$ cat src/rtl/mips_ctrl_pkg.sv
// Shared encodings for the multicycle MIPS controller: FSM states, opcodes,
// datapath mux selects and the bundled control word.
package mips_ctrl_pkg;

  typedef enum logic [3:0] {
    S_FETCH     = 4'd0,
    S_DECODE    = 4'd1,
    S_MEM_ADDR  = 4'd2,
    S_MEM_RD    = 4'd3,
    S_MEM_WB    = 4'd4,
    S_MEM_WR    = 4'd5,
    S_R_EXEC    = 4'd6,
    S_R_WB      = 4'd7,
    S_BRANCH    = 4'd8,
    S_JUMP      = 4'd9,
    S_ADDI_EXEC = 4'd10,
    S_ADDI_WB   = 4'd11,
    S_HALT      = 4'd12
  } state_e;

  localparam logic [5:0] OP_RTYPE = 6'h00;
  localparam logic [5:0] OP_LW    = 6'h23;
  localparam logic [5:0] OP_SW    = 6'h2B;
  localparam logic [5:0] OP_BEQ   = 6'h04;
  localparam logic [5:0] OP_J     = 6'h02;
  localparam logic [5:0] OP_ADDI  = 6'h08;

  typedef enum logic [1:0] {
    ALU_ADD   = 2'b00,
    ALU_SUB   = 2'b01,
    ALU_FUNCT = 2'b10
  } alu_op_e;

  typedef enum logic [1:0] {
    ALUB_REG    = 2'b00,
    ALUB_FOUR   = 2'b01,
    ALUB_IMM    = 2'b10,
    ALUB_IMM_SH = 2'b11
  } alu_src_b_e;

  typedef enum logic [1:0] {
    PC_ALU    = 2'b00,
    PC_ALUOUT = 2'b01,
    PC_JUMP   = 2'b10
  } pc_src_e;

  typedef struct packed {
    logic       pc_write;
    logic       pc_write_cond;
    pc_src_e    pc_src;
    logic       i_or_d;
    logic       mem_read;
    logic       mem_write;
    logic       ir_write;
    logic       reg_dst;
    logic       mem_to_reg;
    logic       reg_write;
    logic       alu_src_a;
    alu_src_b_e alu_src_b;
    alu_op_e    alu_op;
    logic       instr_done;
  } ctrl_t;

endpackage

$ cat src/rtl/mips_ctrl_outdec.sv
// Combinational decode of (state, mem_ready) into the datapath control word.
// enable low forces the whole word to zero so reset silences the datapath.
module mips_ctrl_outdec
  import mips_ctrl_pkg::*;
(
  input  state_e state,
  input  logic   mem_ready,
  input  logic   enable,
  output ctrl_t  ctrl
);

  always_comb begin
    // NOTE: full default before the case keeps every field assigned on all paths, so no latch is inferred.
    ctrl = '0;
    if (enable) begin
      case (state)
        S_FETCH: begin
          ctrl.mem_read  = 1'b1;
          ctrl.alu_src_b = ALUB_FOUR;
          ctrl.alu_op    = ALU_ADD;
          ctrl.ir_write  = mem_ready;
          ctrl.pc_write  = mem_ready;
          ctrl.pc_src    = PC_ALU;
        end
        S_DECODE: begin
          ctrl.alu_src_b = ALUB_IMM_SH;
          ctrl.alu_op    = ALU_ADD;
        end
        S_MEM_ADDR: begin
          ctrl.alu_src_a = 1'b1;
          ctrl.alu_src_b = ALUB_IMM;
        end
        S_MEM_RD: begin
          ctrl.mem_read = 1'b1;
          ctrl.i_or_d   = 1'b1;
        end
        S_MEM_WB: begin
          ctrl.reg_write  = 1'b1;
          ctrl.mem_to_reg = 1'b1;
          ctrl.instr_done = 1'b1;
        end
        S_MEM_WR: begin
          ctrl.mem_write  = 1'b1;
          ctrl.i_or_d     = 1'b1;
          ctrl.instr_done = mem_ready;
        end
        S_R_EXEC: begin
          ctrl.alu_src_a = 1'b1;
          ctrl.alu_src_b = ALUB_REG;
          ctrl.alu_op    = ALU_FUNCT;
        end
        S_R_WB: begin
          ctrl.reg_write  = 1'b1;
          ctrl.reg_dst    = 1'b1;
          ctrl.instr_done = 1'b1;
        end
        S_BRANCH: begin
          // The zero qualification of the PC load lives in the datapath.
          ctrl.alu_src_a     = 1'b1;
          ctrl.alu_src_b     = ALUB_REG;
          ctrl.alu_op        = ALU_SUB;
          ctrl.pc_write_cond = 1'b1;
          ctrl.pc_src        = PC_ALUOUT;
          ctrl.instr_done    = 1'b1;
        end
        S_JUMP: begin
          ctrl.pc_write   = 1'b1;
          ctrl.pc_src     = PC_JUMP;
          ctrl.instr_done = 1'b1;
        end
        S_ADDI_EXEC: begin
          ctrl.alu_src_a = 1'b1;
          ctrl.alu_src_b = ALUB_IMM;
        end
        S_ADDI_WB: begin
          ctrl.reg_write  = 1'b1;
          ctrl.instr_done = 1'b1;
        end
        default: ctrl = '0;
      endcase
    end
  end

endmodule

$ cat src/rtl/mips_multicycle_ctrl.sv
// Multicycle MIPS control FSM: state register, next-state logic, retired
// instruction counter and sticky halt flag around the output decoder.
module mips_multicycle_ctrl
  import mips_ctrl_pkg::*;
#(
  parameter int OP_W  = 6,
  parameter int CNT_W = 32
) (
  input  logic             clk,
  input  logic             rst,
  input  logic [OP_W-1:0]  opcode,
  input  logic             zero,
  input  logic             mem_ready,
  output logic             pc_write,
  output logic             pc_write_cond,
  output logic [1:0]       pc_src,
  output logic             i_or_d,
  output logic             mem_read,
  output logic             mem_write,
  output logic             ir_write,
  output logic             reg_dst,
  output logic             mem_to_reg,
  output logic             reg_write,
  output logic             alu_src_a,
  output logic [1:0]       alu_src_b,
  output logic [1:0]       alu_op,
  output logic             instr_done,
  output logic             halted,
  output logic [CNT_W-1:0] instr_count,
  output logic [3:0]       state
);

  state_e             state_q, state_d;
  logic               halted_q, halted_d;
  logic [CNT_W-1:0]   instr_count_q, instr_count_d;
  ctrl_t              ctrl;

  // zero is consumed by the datapath's branch qualification, not here.
  logic unused_zero;
  assign unused_zero = zero;

  always_ff @(posedge clk or negedge rst) begin
    if (!rst) begin
      state_q       <= S_FETCH;
      halted_q      <= 1'b0;
      instr_count_q <= '0;
    end else begin
      // NOTE: non-blocking assignments so every flop samples pre-edge values.
      state_q       <= state_d;
      halted_q      <= halted_d;
      instr_count_q <= instr_count_d;
    end
  end

  always_comb begin
    state_d = state_q;
    case (state_q)
      S_FETCH:    state_d = mem_ready ? S_DECODE : S_FETCH;
      S_DECODE: begin
        if      (opcode == OP_W'(OP_RTYPE))                              state_d = S_R_EXEC;
        else if (opcode == OP_W'(OP_LW) || opcode == OP_W'(OP_SW))       state_d = S_MEM_ADDR;
        else if (opcode == OP_W'(OP_BEQ))                                state_d = S_BRANCH;
        else if (opcode == OP_W'(OP_J))                                  state_d = S_JUMP;
        else if (opcode == OP_W'(OP_ADDI))                               state_d = S_ADDI_EXEC;
        else                                                             state_d = S_HALT;
      end
      S_MEM_ADDR:  state_d = (opcode == OP_W'(OP_LW)) ? S_MEM_RD : S_MEM_WR;
      S_MEM_RD:    state_d = mem_ready ? S_MEM_WB : S_MEM_RD;
      S_MEM_WB:    state_d = S_FETCH;
      S_MEM_WR:    state_d = mem_ready ? S_FETCH : S_MEM_WR;
      S_R_EXEC:    state_d = S_R_WB;
      S_R_WB:      state_d = S_FETCH;
      S_BRANCH:    state_d = S_FETCH;
      S_JUMP:      state_d = S_FETCH;
      S_ADDI_EXEC: state_d = S_ADDI_WB;
      S_ADDI_WB:   state_d = S_FETCH;
      S_HALT:      state_d = S_HALT;
      default:     state_d = S_HALT;
    endcase
  end

  mips_ctrl_outdec u_outdec (
    .state     (state_q),
    .mem_ready (mem_ready),
    .enable    (rst),
    .ctrl      (ctrl)
  );

  // Set on the edge that enters HALT so the flag is visible in its first cycle.
  assign halted_d      = halted_q | (state_d == S_HALT);
  assign instr_count_d = instr_count_q + CNT_W'(ctrl.instr_done);

  assign pc_write      = ctrl.pc_write;
  assign pc_write_cond = ctrl.pc_write_cond;
  assign pc_src        = ctrl.pc_src;
  assign i_or_d        = ctrl.i_or_d;
  assign mem_read      = ctrl.mem_read;
  assign mem_write     = ctrl.mem_write;
  assign ir_write      = ctrl.ir_write;
  assign reg_dst       = ctrl.reg_dst;
  assign mem_to_reg    = ctrl.mem_to_reg;
  assign reg_write     = ctrl.reg_write;
  assign alu_src_a     = ctrl.alu_src_a;
  assign alu_src_b     = ctrl.alu_src_b;
  assign alu_op        = ctrl.alu_op;
  assign instr_done    = ctrl.instr_done;
  assign halted        = halted_q;
  assign instr_count   = instr_count_q;
  assign state         = state_q;

endmodule

$ cat config.mk
export PLATFORM = sky130hd
export DESIGN_NAME = mips_multicycle_ctrl
export DESIGN_NICKNAME = d
export VERILOG_FILES = /design/src/rtl/mips_ctrl_pkg.sv /design/src/rtl/mips_ctrl_outdec.sv /design/src/rtl/mips_multicycle_ctrl.sv
export SDC_FILE = /design/constraint.sdc
export NUM_CORES = 1
export LEC_CHECK = 0
export BUFFER_PORTS_ARGS = -buffer_cell sky130_fd_sc_hd__buf_2
export CORE_MARGIN = 2
export CORE_UTILIZATION = 46
export DETAILED_ROUTE_END_ITERATION = 16
export GPL_ROUTABILITY_DRIVEN = 0
export PLACE_DENSITY = 0.77
export SYNTH_ARGS = -nofsm -noshare
export SYNTH_HDL_FRONTEND = slang
export SYNTH_HIERARCHICAL = 1
export SYNTH_SLANG_ARGS = --single-unit
$ cat constraint.sdc
create_clock -name clk -period 2.4 [get_ports clk]
set_clock_uncertainty 0.15 [all_clocks]
set_input_delay 0.48 -clock clk [delete_from_list [all_inputs] [get_ports clk]]
set_output_delay 0.48 -clock clk [all_outputs]
set_load 0.02 [all_outputs]
# Word-level counts from Yosys, hierarchy flattened
# Cells that the tools add are included.
# classes
add_sub_neg	1
eq_ne	17
muxes	25
bitwise_logic	1
reduce_logical	9
# ops
op	n
$add 32x1->32	1
$pmux 4 s8	1
$eq 4x4->1 const B	5
$mux 3	6
$mux 17	1
$eq 4x3->1 const B	4
$eq 6x6->1 const B	2
$mux 1	10
$eq 4x2->1 const B	2
$mux 4	2
$pmux 2 s2	2
$eq 6x2->1 const B	1
$eq 6x3->1 const B	1
$eq 6x4->1 const B	1
$logic_not 6->1	1
$pmux 2 s3	1
$reduce_or 2->1	3
$reduce_or 5->1	1
$eq 4x1->1 const B	1
$logic_not 4->1	1
$pmux 1 s2	2
$reduce_or 4->1	1
$reduce_or 3->1	1
$logic_or 1x1->1	1
$or 1x1->1	1
# totals
ff_bits	37
elab_cells	56

# Depth between registers and ports, before layout
# depth
ltp_word	9
mapped_depth	9
ltp_nobuf	8

# By module
# The synthesis kept the hierarchy.
# modules_own_cells
module	instances	cells_each	area_per_inst_um2	seq_area_each_um2
mips_multicycle_ctrl	1	161	1800.5	925.9
mips_ctrl_outdec	1	37	279.0	0.0

# Worst setup path after synthesis
# No wires, ideal clock.
# synth_path
kind	register to register
start	reg state_q[2], in the netlist state[2]
end	reg instr_count_q[8], in the netlist instr_count[8]
setup_ns	0.080
arrival_ns	2.949
required_ns	2.170
slack_ns	-0.779
path_stages_with_launch	10
n_path_buf	1
cell_sequence	dfrtp_1 -> buf_4 -> a21bo_2 -> nor4_1 -> ha_1 -> ha_1 -> nand2_1 -> nor2_1 -> and3_1 -> xor2_1
# synth_via
elab_chain_len	5
word_cells_on_any_way	10
# synth_lines
item	line	text
start: declaration	mips_multicycle_ctrl.sv:33	state_e state_q, state_d;
start signal: assignment	mips_multicycle_ctrl.sv:49	state_q <= state_d;
$eq 4x3->1 / $eq 4x4->1 (equally long branches)	mips_ctrl_outdec.sv:16	case (state)
$reduce_or 5->1 (no line)	--	
$pmux 1 s2 *	mips_ctrl_outdec.sv:16	
$mux 17 *	mips_ctrl_outdec.sv:15	if (enable) begin
named net instr_done	mips_multicycle_ctrl.sv:27	output logic instr_done,
$add 32x1->32 *	mips_multicycle_ctrl.sv:91	assign instr_count_d = instr_count_q + CNT_W'(ctrl.instr_done);
named net instr_count_d[8]	mips_multicycle_ctrl.sv:35	logic [CNT_W-1:0] instr_count_q, instr_count_d;
end signal: assignment	mips_multicycle_ctrl.sv:51	instr_count_q <= instr_count_d;
end: declaration	mips_multicycle_ctrl.sv:35	
# The timed path passes the listed nets; every way through them passes the cells marked *.

# Final worst setup path
# layout_path
start	reg state_q[1], in the netlist state[1]
end	out pc_src[0]
# layout_via
elab_chain_len	3
word_cells_on_any_way	4
# layout_lines
item	line	text
$eq 4x4->1	mips_ctrl_outdec.sv:16	
$pmux 2 s2 *	mips_ctrl_outdec.sv:16	
$mux 17 *	mips_ctrl_outdec.sv:15	
end: declaration	mips_multicycle_ctrl.sv:16	output logic [1:0] pc_src,
# Mark *: on every way between the ends. The rest lies on a longest branch, timed or not.

==> results.py <==
metrics = {
    "clock_network": {
        "cts_sinks": 37,
        "worstSkewPairLatency_ns": 0.29,
        "clk_pin_slew_ns": 0.07,
        "cts_hold_buf": 0,
        "cts_max_level": 2,
        "clk_path_buf_depth": 2,
        "cts_tree": "built",
        "cts-root-buf": "clkbuf_8",
        "cts_made_buffers": 5,
    },
    "layout": {
        "drive_above_1_share_pct": 38.4,
        "synthToLayoutAreaGrowth_pct": 31.0,
        "fill_cells": 372,
        "antennaDiodeCount": 0,
        "final_nets": 287,
        "instances_no_fill": 328,
    },
    "route": {
        "viasPerCell": 5.46,
        "antenna_left": 0,
        "drt_iter0_markers": 93,
        "drcViolationCount": 0,
        "dr.pass1.iters": 5,
        "via_count": 1792,
        "drt-total-wl_um": 4570,
        "wl_per_cell_um": 13.9,
    },
    "setup_path": {
        "regToRegStartpoint": "state[1]",
        "critPathCaptureType": "output port",
        "worstSetupPathType": "flop to output port",
        "crit_path_start": "state[1]",
        "rr_endpoint": "instr_count[22]",
        "cp_max_fo": 10,
        "start_kind": "flop",
        "endpoint": "pc_src[0]",
        "cp.required_ns": 1.77,
        "r2r.worst_path.cells": 9,
        "crit_arrival_ns": 1.72,
        "worst-r2r-setup-slack_ns": 0.14,
    },
    "timing": {
        "maxSlewViolCount": 0,
        "worst_slack_ns": 0.0516,
        "tightest_slew_ns": 0.452,
        "period_share_pct": 97.8,
        "holdWs_ns": 0.0985,
        "finalSetupViolations": 0,
        "min_period_ns": 2.35,
        "max_freq_ghz": 0.426,
        "finalHoldViolCount": 0,
        "max-slew-margin-rel_pct": 69.8,
    },
    "synth": {
        "async_flop_share_pct": 100,
        "synthAdderAreaFrac_pct": 1.20,
        "ys_seq_elements": 37,
        "syn_area_um2": 2080,
        "seq_area_frac_synth_pct": 44.5,
        "yosys.area_share.simple_pct": 29.1,
        "synthCells": 198,
        "synth-edff-count": 0,
        "synth_mux_area_share_pct": 0.481,
        "synthFlopType": "dfrtp_1",
        "synth_top_family_by_area": "simple AND/OR/NAND/NOR gates",
        "synth_compound_area_share_pct": 6.98,
        "synth_cell_type_count": 53,
        "synth_warnings": 6,
        "syn_area_per_cell_um2": 10.5,
        "syn_nets": 210,
        "synth_xor_area_share_pct": 13.9,
    },
    "power": {
        "peakVddDrop_mv": 0.358,
        "power_mw": 2.11,
        "cellLeakagePower_nw": 1.35,
        "powerDensity_nw_per_um2": 775,
    },
    "min_path": {
        "min_path_type": "primary input to async pin",
    },
    "placed_design": {
        "io_buffers": 62,
        "dp_cells": 314,
        "place_ws_ns": 0.0141,
        "post-dp-hpwl_um": 3240,
    },
    "floorplanning": {
        "die_w_um": 71.2,
        "ios": 64,
        "rows": 24,
        "start_util_pct": 47.8,
        "die-area_um2": 5070,
        "die_y_um": 71.2,
        "coreArea_um2": 4350,
    },
    "global_route": {
        "grt_max_degree": 26,
        "grt_remaining_overflow": 0,
        "grt_usage_pct": 17.6,
        "grt_antenna_before_repair": 0,
        "grt_pass1_wl_um": 7030,
        "grt_pass1_vias": 1567,
    },
    "run": {
        "drv_cap": 0,
    },
    "status": {
        "status": "finished, final reports clean",
    },
}
## how the worst min path moves through the flow
| stage | startpoint | slack [ns] | endpoint | cells after the start |
|---|---|---|---|---|
| 5_1_grt | rst | 0.10 | instr_count[0] | 3 |
| 2_1_floorplan | rst | 0.03 | halted | 0 |
| 4_1_cts | rst | 0.09 | instr_count[17] | 3 |
| 6_report | rst | 0.1 | instr_count[17] | 3 |
| 3_5_place_dp | halted | 0.29 | halted | 1 |
| 3_3_place_gp | halted | 0.30 | halted | 1 |
## registers in the layout, indices dropped and copies added (netlist names)
register and cells:
instr_count 32, state 4, halted 1
## area by class of cell
| cell class | count | area, um^2 | share of cell area (%) |
|---|---|---|---|
| Inverter | 5 | 18.8 | 0.689 |
| Multi-Input combinational cell | 146 | 1150 | 42.1 |
| Clock buffer | 8 | 80.1 | 2.94 |
| Timing Repair Buffer | 80 | 483 | 17.7 |
| Tap cell | 52 | 65.1 | 2.39 |
| Sequential cell | 37 | 931 | 34.2 |
## power by group
part,internal (mW),switching [mW],total [mW]
Clock,0.206,0.201,0.407
Sequential,0.703,0.0970,0.800
Combinational,0.382,0.523,0.905
Total,1.29,0.820,2.11
## routing by layer
layer | up-vias | track usage, % | share of wire [%]
li1 | 885 | - | -
met1 | 857 | 23.0 | 46
met2 | 45 | 28.4 | 49
met3 | 5 | 4.22 | 4.1
met4 | 0 | 6.92 | 1.2
met5 | - | 0 | 0
## per-stage QoR
stage | TNS, ns | instance area (um^2) | util [%]
after floorplan | -0.581 | 2160 | -
after global placement | 0 | 2550 | 58.7
after detailed placement | 0 | 2550 | 58.7
after CTS | 0 | 2640 | 60.5
after global routing | -0.0970 | 2720 | 62.6
final | 0 | 2720 | 62.6
## cell usage after synthesis (2+ instances only)
| master | instances | area share, % |
|---|---|---|
| and4_1 | 5 | 2.1 |
| xor2_1 | 7 | 2.9 |
| nand4b_1 | 3 | 1.3 |
| buf_2 | 4 | 0.96 |
| xnor2_1 | 26 | 11 |
| nor2b_1 | 2 | 0.60 |
| nor4bb_1 | 3 | 1.4 |
| ha_1 | 2 | 1.2 |
| nand4_1 | 11 | 3.3 |
| buf_4 | 3 | 1.1 |
| a21oi_1 | 2 | 0.48 |
| nand3_1 | 12 | 2.9 |
| nor3b_1 | 3 | 1.1 |
| dfrtp_1 | 37 | 45 |
| clkbuf_1 | 2 | 0.36 |
| nor2_1 | 9 | 1.6 |
| inv_1 | 5 | 0.90 |
| nor3_1 | 2 | 0.48 |
| nor4_1 | 4 | 1.2 |
| nand2_1 | 14 | 2.5 |
| and3_1 | 7 | 2.1 |
| nor4b_1 | 4 | 1.7 |
## layout by cell type (no fill, tap or decap), drive strengths merged, types with 2 or more instances in the layout
cell type,synthesis,layout
buf,8,80
dfrtp,37,37
xnor2,26,26
nand2,14,14
nand3,12,12
nand4,11,11
nor2,9,9
clkbuf,2,8
and3,7,7
xor2,7,7
and4,6,6
inv,5,5
nor4b,5,5
nor4,5,5
nand4b,3,3
nor4bb,3,3
nor3,3,3
nor3b,3,3
a21oi,2,2
ha,2,2
nor2b,2,2
and4b,2,2
or3b,2,2
## worst max-delay path, cell delays in order (launching register included)
cell	delay, ns
dfrtp_2	0.43
buf_6	0.15
or3b_4	0.42
nor3b_4	0.28
buf_6	0.16
## cell families after synthesis
| logic type | after synthesis |
|---|---|
| AO/OA/AOI/OAI | 18 |
| XOR/XNOR | 33 |
| adder cells (fa/ha/maj) | 2 |
| AND/OR/NAND/NOR | 92 |
| multiplexers | 1 |
| flip-flops | 37 |
| buffers and inverters | 15 |
## repair_timing
action                     4_1_cts  5_1_grt
buffers inserted                 0        6
setup endpoints to repair        0       16
hold endpoints to repair         0        0
resized for setup                0        9
(Power assumes the default switching activity.)
